File: src/rtl/cpu_pkg.sv
// cpu_pkg: shared opcode/condition encodings and flag-write classification for the 16-bit CPU
// Contents: opcode_t (4-bit ISA opcodes), cond_t (3-bit branch condition codes),
//           writes_flags() returning {all, z_only} for an opcode.
package cpu_pkg;
  typedef enum logic [3:0] {
    OP_ADD    = 4'h0,
    OP_SUB    = 4'h1,
    OP_XOR    = 4'h2,
    OP_RED    = 4'h3,
    OP_SLL    = 4'h4,
    OP_SRA    = 4'h5,
    OP_ROR    = 4'h6,
    OP_PADDSB = 4'h7,
    OP_LW     = 4'h8,
    OP_SW     = 4'h9,
    OP_LLB    = 4'hA,
    OP_LHB    = 4'hB,
    OP_B      = 4'hC,
    OP_BR     = 4'hD,
    OP_PCS    = 4'hE,
    OP_HLT    = 4'hF
  } opcode_t;
  typedef enum logic [2:0] {
    CC_NE     = 3'b000,
    CC_EQ     = 3'b001,
    CC_GT     = 3'b010,
    CC_LT     = 3'b011,
    CC_GTE    = 3'b100,
    CC_LTE    = 3'b101,
    CC_OVFL   = 3'b110,
    CC_UNCOND = 3'b111
  } cond_t;
  // Bit 1: opcode writes Z, V and N; bit 0: opcode writes Z alone.
  function automatic logic [1:0] writes_flags(opcode_t op);
    return {op inside {OP_ADD, OP_SUB}, op inside {OP_XOR, OP_SLL, OP_SRA, OP_ROR}};
  endfunction
endpackage

File: src/rtl/branch_cond_eval.sv
// branch_cond_eval: combinational branch condition resolver against the registered flags
// Ports: i_cond (ccc field), i_zf/i_vf/i_nf (architectural flags), o_taken (condition holds)
module branch_cond_eval
  import cpu_pkg::*;
(
  input  logic [2:0] i_cond,
  input  logic       i_zf,
  input  logic       i_vf,
  input  logic       i_nf,
  output logic       o_taken
);
  cond_t w_cond;
  assign w_cond = cond_t'(i_cond);
  always_comb begin
    o_taken = 1'b0;
    case (w_cond)
      CC_NE:     o_taken = !i_zf;
      CC_EQ:     o_taken = i_zf;
      CC_GT:     o_taken = !i_zf && !i_nf;
      CC_LT:     o_taken = i_nf;
      CC_GTE:    o_taken = i_zf || !i_nf;
      CC_LTE:    o_taken = i_nf || i_zf;
      CC_OVFL:   o_taken = i_vf;
      CC_UNCOND: o_taken = 1'b1;
      default:   o_taken = 1'b0;
    endcase
  end
endmodule

File: src/rtl/flag_branch_unit.sv
// flag_branch_unit: architectural Z/V/N flags, branch resolution in ID and flag-hazard stall
// Ports: clk, rst_n (sync active-low); EX_valid/EX_Opcode/Z_set/V_set/N_set from the EX stage;
//        ID_valid/ID_Opcode/ID_cond/ID_imm9/ID_PC_next/ID_reg_target from the ID stage;
//        ZF/VF/NF registered flags; Flag_stall, Branch_taken, Branch_target to fetch/pipeline control.
module flag_branch_unit
  import cpu_pkg::*;
(
  input  logic        clk,
  input  logic        rst_n,
  input  logic        EX_valid,
  input  logic [3:0]  EX_Opcode,
  input  logic        Z_set,
  input  logic        V_set,
  input  logic        N_set,
  input  logic        ID_valid,
  input  logic [3:0]  ID_Opcode,
  input  logic [2:0]  ID_cond,
  input  logic [8:0]  ID_imm9,
  input  logic [15:0] ID_PC_next,
  input  logic [15:0] ID_reg_target,
  output logic        ZF,
  output logic        VF,
  output logic        NF,
  output logic        Flag_stall,
  output logic        Branch_taken,
  output logic [15:0] Branch_target
);
  logic        r_zf, r_vf, r_nf;
  logic [1:0]  w_wr;
  logic        w_ex_wr, w_id_br, w_cond_true;
  logic [15:0] w_b_target;
  assign w_wr = writes_flags(opcode_t'(EX_Opcode));
  always_ff @(posedge clk) begin
    if (!rst_n) begin
      r_zf <= 1'b0;
      r_vf <= 1'b0;
      r_nf <= 1'b0;
    end else if (EX_valid) begin
      if (|w_wr) r_zf <= Z_set;
      if (w_wr[1]) begin
        r_vf <= V_set;
        r_nf <= N_set;
      end
    end
  end
  branch_cond_eval u_cond (
    .i_cond (ID_cond),
    .i_zf   (r_zf),
    .i_vf   (r_vf),
    .i_nf   (r_nf),
    .o_taken(w_cond_true)
  );
  // Conditions read only the registered flags, so any flag writer in EX must retire first.
  assign w_ex_wr    = EX_valid && |w_wr;
  assign w_id_br    = ID_valid && (opcode_t'(ID_Opcode) inside {OP_B, OP_BR});
  assign w_b_target = ID_PC_next + {{6{ID_imm9[8]}}, ID_imm9, 1'b0};
  assign ZF            = r_zf;
  assign VF            = r_vf;
  assign NF            = r_nf;
  assign Flag_stall    = rst_n && w_id_br && w_ex_wr;
  assign Branch_taken  = rst_n && w_id_br && !w_ex_wr && w_cond_true;
  assign Branch_target = !rst_n ? 16'h0000 : (opcode_t'(ID_Opcode) == OP_BR ? ID_reg_target : w_b_target);
endmodule

File: config.mk
export PLATFORM = sky130hd
export DESIGN_NAME = flag_branch_unit
export DESIGN_NICKNAME = d
export VERILOG_FILES = /design/src/rtl/cpu_pkg.sv /design/src/rtl/branch_cond_eval.sv /design/src/rtl/flag_branch_unit.sv
export SDC_FILE = /design/constraint.sdc
export NUM_CORES = 1
export LEC_CHECK = 0
export ABC_AREA = 0
export CELL_PAD_IN_SITES_DETAIL_PLACEMENT = 1
export CELL_PAD_IN_SITES_GLOBAL_PLACEMENT = 1
export CORE_AREA = 2 2 54 95
export DETAILED_ROUTE_END_ITERATION = 8
export DIE_AREA = 0 0 56 97
export PLACE_DENSITY = 0.89
export SYNTH_ARGS = -nofsm -noshare
export SYNTH_HDL_FRONTEND = slang
export SYNTH_SLANG_ARGS = --single-unit
File: constraint.sdc
create_clock -name clk -period 8.65 [get_ports clk]
set_input_delay 2.595 -clock clk [delete_from_list [all_inputs] [get_ports clk]]
set_output_delay 2.595 -clock clk [all_outputs]
set_load 0.005 [all_outputs]
# --- Yosys cells after proc, flatten, opt, wreduce, memory -nomap -nowiden ---
# Index checks and enable logic that the tools add are counted.
totals:
  in_bits: 59
  output_inout_bits: 21
  regBits: 3
  word_cells: 41
op_classes:
  addsub: 1
  n_mux: 3
  n_reduce_logical: 20
  eq_ne: 14
op_table:
  columns: ["operator", "n"]
  rows:
  - ["16-bit 2-to-1 mux", 2]
  - ["16-bit adder", 1]
  - ["3-bit equality test, second input constant", 4]
  - ["4-bit by 3-bit equality test with 1-bit output, second input constant", 3]
  - ["4-bit equality test, second input constant", 2]
  - ["1-bit case mux with 8 select lines", 1]
  - ["1-bit logical AND", 7]
  - ["3-bit by 2-bit equality test with 1-bit output, second input constant", 2]
  - ["4-bit by 1-bit equality test with 1-bit output, second input constant", 1]
  - ["4-bit by 2-bit equality test with 1-bit output, second input constant", 1]
  - ["4-bit logical NOT", 1]
  - ["2-bit AND reduction", 2]
  - ["2-bit nonzero test", 2]
  - ["4-bit nonzero test", 1]
  - ["3-bit by 1-bit equality test with 1-bit output, second input constant", 1]
  - ["1-bit logical NOT", 3]
  - ["3-bit logical NOT", 1]
  - ["1-bit logical OR", 2]
  - ["2-bit OR reduction", 1]

# --- Logic depth before layout (Yosys ltp) ---
# Gate-level depths: netlist (run 1).
depth:
  word_depth: 7
  ltp_mapped: 9
  ltp_nobuf: 9

# --- By module ---
# Synthesis (run 1) repeated with hierarchy kept, for this count alone.
unflattened:
  hier_cells: 184
  hier_area_um2: 1248.7
modules_own_cells:
  columns: ["mod", "area_per_inst_um2", "seq_area_each_um2", "n_inst", "cells_each"]
  rows:
  - ["flag_branch_unit", 1172.4, 60.1, 1, 173]
  - ["branch_cond_eval", 76.3, 0.0, 1, 11]

# --- Worst setup path after synthesis (run 1) ---
# Ideal clock, no wire load.
synth_timing:
  path_kind: "input port to output port"
  from: "in ID_imm9[0]"
  to: "out Branch_target[15]"
  path_buffers: 0
  path_stages: 9
  path_slack_ns: 1.592
  t_required_ns: 6.055
  arrival_ns: 4.463
  cell_sequence: "ha_1 > inv_1 > fa_1 > and2b_1 > o2111a_2 > nor4_1 > o31a_1 > or4_1 > nand3_1"
synth_via:
  elab_chain_cells: 3
synth_lines:
  columns: ["item", "line_no", "text"]
  rows:
  - ["start: declaration", "flag_branch_unit.sv:18", "input logic [8:0] ID_imm9,"]
  - ["16-bit adder", "flag_branch_unit.sv:56", "assign w_b_target = ID_PC_next + {{6{ID_imm9[8]}}, ID_imm9, 1'b0};"]
  - ["16-bit 2-to-1 mux (2 in series)", "flag_branch_unit.sv:62", "assign Branch_target = !rst_n ? 16'h0000 : (opcode_t'(ID_Opcode) == OP_BR ? ID_reg_target : w_b_target);"]
  - ["end: declaration", "flag_branch_unit.sv:26", "output logic [15:0] Branch_target"]
# Every way passes these cells.

# --- Worst setup path after layout (run 1) ---
# Ends and elaborated chain as after synthesis.

==> results.cfg, run 1 <==
[sta]
relSlewSlack_pct = 53.35
worst_clock_skew_ps = 0
fin_tns_setup_ps = 0
post-route-period-util_pct = 94.58
worstMarginPinSlew_ps = 699.7
setup_violations = 0
hold_violations = 0
fmax_mhz = 122.2
fin_ws_ps = 468.6
holdWs_ps = 562.5
period_needed_ps = 8181
rsz0062_at_grt = no
final_max_slew_viol_count = 0

[placement]
place_area_um2 = 1932
post-place-ws_ps = 465.3
portBuffers = 79
hpwlAfterDp_mm = 3.852
post-place-cells = 291
routabilityCongestion = 0.8658

[drt]
drtIter0Drc = 28
drc = 0
dr.pass1.iters = 4
ant_nets = 0
wirelength_mm = 4.502
vias = 1559
vias_per_cell = 5.285
wl_per_cell_um = 15.26

[logic_synthesis]
yosysTopAreaCell = ha_1
ys_types = 45
synth.most_common_cell = nand2_1
ys_async_sr_fraction_pct = 0
yosysTopAreaCellShare_pct = 16.06
netlist_area_um2 = 1091
synth.area.top_cells = ha_1 (16%), a21oi_1 (7.8%), nand2_1 (7.6%)
ys_warn_count = 0
syn_inst = 165
ys_top_cells_by_count = nand2_1 (22), a21oi_1 (17), ha_1 (14), nor2_1 (14), nand3_1 (12)
synth_edf_count = 0
syn_nets = 239
yosysSeqAreaShare_pct = 5.505
synth-main-ff-cell = dfxtp_1
synth_area_per_cell_um2 = 6.612
ys_seq_elements = 3

[die]
initial_core_util_pct = 23.59
fp.dieW_um = 56
die_area_um2 = 5432
row_count = 33
die_h_um = 97
core_area_um2 = 4624
ios = 80

[global_route]
grt_pass1_vias = 1675
antenna_found_initial = 0
grt_max_degree = 21
grt_pass1_wl_mm = 7.700
met3_usage_pct = 0.9358
grtUsageTotal_pct = 17.04
met1_usage_pct = 17.89
grt.busiest_layer = met2
met2_usage_pct = 34.93
overflow = 0

[power]
power.switching_mw = 0.05823
power.density_nw_per_um2 = 86.32
seq_power_share_pct = 8.7
p_leak_nw = 0.7658
p_int_mw = 0.1124
p_sw_share_pct = 34.12
vdd_drop_max_v = 0.00004862
power_frac_clock_pct = 23.7
combPwrFrac_pct = 67.6
finalPower_mw = 0.1707

[cells_and_area]
drive_gt1_share_pct = 2.469
final_area_um2 = 1977
multi_input_area_um2 = 982.2
area_growth_pct = 81.19
final_util_pct = 42.75
fin_nets = 318
fin_cells = 295
regArea_um2 = 60.06
fillers = 577
diodes = 0

[setup_path]
cp-end-kind = output pin
rr_startpoint = VF
required_ps = 6060
crit_start = ID_imm9[0]
critPathLaunchType = input port
crit_type = input port to output pin
cp.arrival_ps = 5590
ff2ff_setup_slack_ps = 7990
cp_max_fo = 4

[clock_tree]
clock_sinks = 3
cts-root-buf = clkbuf_8
ctsResizeCount = 0
cts_setup_buffers = 0
clk_pin_slew_worst_paths_ps = 30
h-tree-depth = 1
cts_tree = done
clk_latency_ps = 210
hold_buffers = 0
cts_buffers = 3
ctsLongestPathBuffers = 2

[min_path]
holdCritPathClass = flop to flop
min-delay-start = VF

[job]
drv_cap = 0

[outcome]
outcome = complete, no violations
==> critical path: stages <==
cell             delay, ps
clkdlybuf4s50_1        460
ha_1                   180
inv_1                   60
fa_1                   370
and2b_1                250
o2111a_2               220
nor4_1                  50
o31a_1                 290
or4_1                  520
nand3_1                100
clkdlybuf4s50_1        500
==> final timing paths <==
path                                     endpoint  cells after the start
worst min register to register                 VF                      2
worst max-delay path            Branch_target[15]                     11
worst min-delay path                           VF                      2
worst max register to register                 VF                      2
==> sequential cells by signal (all words and copies together), names as in the netlist <==
register / flops
NF: 1
VF: 1
ZF: 1
==> area by class of cell <==
type | count | area share, %
Multi-Input combinational cell | 149 | 49.68
Timing Repair Buffer | 80 | 40.38
Tap cell | 52 | 3.291
Sequential cell | 3 | 3.038
Clock buffer | 4 | 2.278
Inverter | 7 | 1.329
==> layer usage <==
layer,share of wire (%),up-vias,wire (um)
met5,0,-,0
met4,0.51,0,23
met3,4.3,2,193
met2,59,55,2642
met1,36,725,1643
li1,-,777,-
==> cell usage in the layout (no fill, tap or decap), types with 3 or more instances in the layout <==
cell / instances
clkdlybuf4s50_1: 79
nand2_1: 22
a21oi_1: 17
nor2_1: 14
ha_1: 14
nand3_1: 12
inv_1: 7
xnor2_1: 7
o21ai_0: 6
o21ai_1: 5
nand4_1: 4
o21a_1: 4
dfxtp_1: 3
nor3_1: 3
o31ai_1: 3
mux2i_1: 3
clkbuf_8: 3
==> power groups by stage <==
| stage | sequential (mW) | clock, mW | combinational, mW |
|---|---|---|---|
| 5_1_grt | 0.0148 | 0.0436 | 0.127 |
| 3_5_place_dp | 0.0150 | 0 | 0.116 |
| 4_1_cts | 0.0148 | 0.0413 | 0.116 |
| 3_3_place_gp | 0.0149 | 0 | 0.113 |
| 6_report | 0.0148 | 0.0405 | 0.115 |
| 2_1_floorplan | 0.0149 | 0 | 0.0551 |
==> logic make-up (layout without fill, tap and decap cells) <==
kind of cell    Yosys count  in the layout  synth area share, %
compound gates           51             51                30.16
flops                     3              3                5.505
fa+ha+maj                15             15                17.89
xor+xnor                  9              9                7.225
mux                       3              3                2.752
simple gates             71             71                31.99
buf+inv                  13             91                4.473
No activity file was read; power rests on OpenSTA's default activity.
==> run 2: changes to the inputs <==
--- a/config.mk
+++ b/config.mk
@@ -11,7 +11,7 @@
 export CORE_AREA = 2 2 54 95
 export DETAILED_ROUTE_END_ITERATION = 8
 export DIE_AREA = 0 0 56 97
-export PLACE_DENSITY = 0.89
+export PLACE_DENSITY = 0.88
 export SYNTH_ARGS = -nofsm -noshare
 export SYNTH_HDL_FRONTEND = slang
 export SYNTH_SLANG_ARGS = --single-unit
==> results.cfg, run 2 (synthesized netlist as in run 1, its figures left out) <==
[global_route]
grt_max_degree = 21
met1_usage_pct = 15.72
met3_usage_pct = 1.337
grt.busiest_layer = met2
grt_pass1_vias = 1654
grt_pass1_wl_mm = 7.389
antenna_found_initial = 0
grtUsageTotal_pct = 16.30
met2_usage_pct = 34.39
overflow = 0

[min_path]
holdCritPathClass = flop to flop

[clock_tree]
hold_buffers = 0
cts_setup_buffers = 0
clock_sinks = 3
ctsResizeCount = 0
ctsLongestPathBuffers = 2
cts-root-buf = clkbuf_8
h-tree-depth = 1
clk_pin_slew_worst_paths_ps = 30
cts_tree = done
clk_latency_ps = 210
cts_buffers = 3

[sta]
fin_tns_setup_ps = 0
final_max_slew_viol_count = 0
hold_violations = 0
worstMarginPinSlew_ps = 709.5
setup_violations = 0
period_needed_ps = 8167
fin_ws_ps = 482.6
worst_clock_skew_ps = 0
post-route-period-util_pct = 94.42
relSlewSlack_pct = 52.70
rsz0062_at_grt = no
holdWs_ps = 541.9
fmax_mhz = 122.4

[setup_path]
rr_startpoint = ZF
cpMaxStageDelayCell = or4_1
cp.arrival_ps = 5570
ff2ff_setup_slack_ps = 7990
crit_type = input port to output pin
crit_start = ID_imm9[0]
crit_family = buffers and inverters
required_ps = 6060
path_cells = clkdlybuf4s50_1, ha_1, inv_1, fa_1, and2b_1, o2111a_2, nor4_1, o31a_1, or4_1, nand3_1, clkdlybuf4s50_1
slowest_delay_ps = 510
critPathLaunchType = input port
cp_max_fo = 4
cp-end-kind = output pin
cp.depth = 11
rr_endpoint = ZF
cp_num_buf_inv = 3
worst_path_most_repeated_cell = clkdlybuf4s50_1
cp-endpoint = Branch_target[15]
reg2reg_depth = 2

[cells_and_area]
fin_cells = 294
layout_common_cells = clkdlybuf4s50_1 (79), nand2_1 (22), a21oi_1 (17)
fin_nets = 317
diodes = 0
mostFrequentLayoutCell = clkdlybuf4s50_1
fillers = 583
area_growth_pct = 80.50
drive_gt1_share_pct = 2.066

[die]
core_area_um2 = 4624
initial_core_util_pct = 23.59
ios = 80
die_area_um2 = 5432
die_h_um = 97
fp.dieW_um = 56
row_count = 33

[drt]
ant_nets = 0
dr.pass1.iters = 6
drtIter0Drc = 44
vias = 1574
wl_per_cell_um = 15.04
wirelength_mm = 4.423
vias_per_cell = 5.354
drc = 0

[power]
power.density_nw_per_um2 = 86.23
p_leak_nw = 0.7610
vdd_drop_max_v = 0.00006015

[placement]
post-place-cells = 290
post-place-ws_ps = 482.1
portBuffers = 79
routabilityCongestion = 0.7939
hpwlAfterDp_mm = 3.741

[job]
drv_cap = 0

[outcome]
outcome = complete, no violations
[run 2: cell types whose count changed in the layout (fill, tap and decap cells not counted), sizes merged]
cell,before,now
buf,1,0
[run 2: power breakdown]
part / leakage [nW] / total [mW] / switching (mW) / internal [mW]
registers: 0.0243 / 0.0147 / 0.000398 / 0.0144
logic: 0.714 / 0.115 / 0.0484 / 0.0662
clock network: 0.0228 / 0.0404 / 0.00900 / 0.0314
[run 2: through the flow]
stage,power [mW],util (%),instance area [um^2]
after global placement,0.1282,41.61,1924
after floorplan,0.07000,-,1091
final,0.1698,42.59,1969
after detailed placement,0.1299,41.61,1924
after global routing,0.1835,42.59,1969
after CTS,0.1715,42.59,1969
[run 2: worst min path at each step]
stage / slack (ps) / startpoint / endpoint / depth (start not counted)
global route: 570 / VF / VF / 2
floorplan: 510 / VF / VF / 2
finish: 540 / VF / VF / 2
global placement: 530 / VF / VF / 2
detailed placement: 540 / VF / VF / 2
CTS: 550 / VF / VF / 2
[run 2: layer usage]
metal / share of wire (%) / vias up / wire (um)
li1: - / 773 / -
met1: 36 / 743 / 1576
met2: 58 / 52 / 2581
met3: 4.5 / 6 / 199
met4: 1.5 / 0 / 66
met5: 0 / - / 0
[run 2: tightest hold or removal path: stages (launching register included)]
cell and delay [ps]:
dfxtp_1 340, mux2i_1 80, nor2_1 80
[run 2: layout make-up]
cell class	count	area [um^2]	share of cell area, %
Multi-Input combinational cell	149	982.2	49.87
Sequential cell	3	60.06	3.050
Tap cell	52	65.06	3.304
Timing Repair Buffer	79	790.8	40.15
Clock buffer	4	45.04	2.287
Inverter	7	26.28	1.334
==> run 3: changes to the inputs <==
--- a/config.mk
+++ b/config.mk
@@ -8,10 +8,10 @@
 export ABC_AREA = 0
 export CELL_PAD_IN_SITES_DETAIL_PLACEMENT = 1
 export CELL_PAD_IN_SITES_GLOBAL_PLACEMENT = 1
-export CORE_AREA = 2 2 54 95
+export CORE_AREA = 2 2 57 99
 export DETAILED_ROUTE_END_ITERATION = 8
-export DIE_AREA = 0 0 56 97
-export PLACE_DENSITY = 0.88
+export DIE_AREA = 0 0 59 101
+export PLACE_DENSITY = 0.81
 export SYNTH_ARGS = -nofsm -noshare
 export SYNTH_HDL_FRONTEND = slang
 export SYNTH_SLANG_ARGS = --single-unit
==> constraint.sdc (replaced) <==
create_clock -name clk -period 8.3 [get_ports clk]
set_input_delay 2.49 -clock clk [delete_from_list [all_inputs] [get_ports clk]]
set_output_delay 2.49 -clock clk [all_outputs]
set_load 0.005 [all_outputs]
==> results.cfg, run 3 (synthesized netlist as in run 1, its figures left out) <==
[cells_and_area]
fin_cells = 298
drive_gt1_share_pct = 2.469
diodes = 0
fin_nets = 318
area_growth_pct = 81.54
layout_common_cells = clkdlybuf4s50_1 (79), nand2_1 (22), a21oi_1 (17)
mostFrequentLayoutCell = clkdlybuf4s50_1

[drt]
ant_nets = 0
vias = 1558
wirelength_mm = 4.606
drc = 0
wl_per_cell_um = 15.46
vias_per_cell = 5.228
drtIter0Drc = 29
dr.pass1.iters = 4

[sta]
final_max_slew_viol_count = 0
post-route-period-util_pct = 96.82
relSlewSlack_pct = 53.73
fmax_mhz = 124.4
setup_violations = 0
worst_clock_skew_ps = 0
holdWs_ps = 525.2
hold_violations = 0
rsz0062_at_grt = no
period_needed_ps = 8036
fin_tns_setup_ps = 0
fin_ws_ps = 264.2
worstMarginPinSlew_ps = 694.0

[setup_path]
cp_max_fo = 4
cp-end-kind = output pin
cp_num_buf_inv = 3
slowest_delay_ps = 510
crit_family = buffers and inverters
worst_path_most_repeated_cell = clkdlybuf4s50_1
cpMaxStageDelayCell = or4_1
path_cells = clkdlybuf4s50_1, ha_1, inv_1, fa_1, and2b_1, o2111a_2, nor4_1, o31a_1, or4_1, nand3_1, clkdlybuf4s50_1
cp.arrival_ps = 5550
critPathLaunchType = input port
crit_type = input port to output pin
required_ps = 5810

[die]
fp.dieW_um = 59
core_area_um2 = 5167
initial_core_util_pct = 21.11
ios = 80
row_count = 35
die_h_um = 101
die_area_um2 = 5959

[placement]
portBuffers = 79
post-place-ws_ps = 275.1
routabilityCongestion = 0.8294
hpwlAfterDp_mm = 3.915
post-place-cells = 294

[power]
power.density_nw_per_um2 = 90.18
vdd_drop_max_v = 0.00002841
power.switching_mw = 0.06148
finalPower_mw = 0.1786
p_leak_nw = 0.7658
seq_power_share_pct = 8.6
power_frac_clock_pct = 23.8
combPwrFrac_pct = 67.6
p_int_mw = 0.1171
p_sw_share_pct = 34.42

[clock_tree]
ctsResizeCount = 0
hold_buffers = 0
h-tree-depth = 1
cts_setup_buffers = 0
clk_latency_ps = 210
cts_buffers = 3
cts_tree = done
cts-root-buf = clkbuf_8
clk_pin_slew_worst_paths_ps = 30
clock_sinks = 3
ctsLongestPathBuffers = 2

[global_route]
overflow = 0
grt_max_degree = 21
grtUsageTotal_pct = 15.70
grt_pass1_vias = 1694
grt_pass1_wl_mm = 7.479
antenna_found_initial = 0

[outcome]
outcome = complete, no violations

[job]
drv_cap = 0

[min_path]
holdCritPathClass = flop to flop
-- run 3: worst min-delay path: cells and delay by family, from the launching register on --
kind | cells | cell delay (ps)
mux | 1 | 80
flops | 1 | 340
simple gates | 1 | 70
-- run 3: layout make-up --
type,count,area [um^2]
multi-input combinational,149,982.2
fill,661,3187
tap,55,68.82
clock buffer,4,45.04
sequential,3,60.06
timing repair buffer,80,798.3
inverter,7,26.28
-- run 3: routing by layer --
metal	track usage, %	share of wire, %	vias to the layer above
met3	1.027	4.8	4
met5	0	0	-
met1	15.41	35	733
met2	33.33	59	47
li1	-	-	774
met4	3.147	1.4	0
-- run 3: power by group through the flow --
| stage | combinational (mW) | clock, mW | sequential, mW |
|---|---|---|---|
| after floorplan | 0.0575 | 0 | 0.0155 |
| after global placement | 0.120 | 0 | 0.0155 |
| after detailed placement | 0.121 | 0 | 0.0156 |
| after CTS | 0.122 | 0.0429 | 0.0154 |
| after global routing | 0.133 | 0.0453 | 0.0155 |
| final | 0.121 | 0.0425 | 0.0154 |
-- run 3: through the flow --
stage	utilization [%]	instance area [um^2]
finish	38.33	1981
global route	38.33	1981
CTS	38.33	1981
detailed placement	37.46	1936
global placement	37.46	1936
floorplan	-	1091
-- run 3: final timing paths --
kind / start / to / slack, ps / cells past startpoint
min: NF / NF / 530 / 2
max reg2reg: VF / VF / 7610 / 2
max: ID_imm9[0] / Branch_target[15] / 260 / 11
min reg2reg: NF / NF / 530 / 2
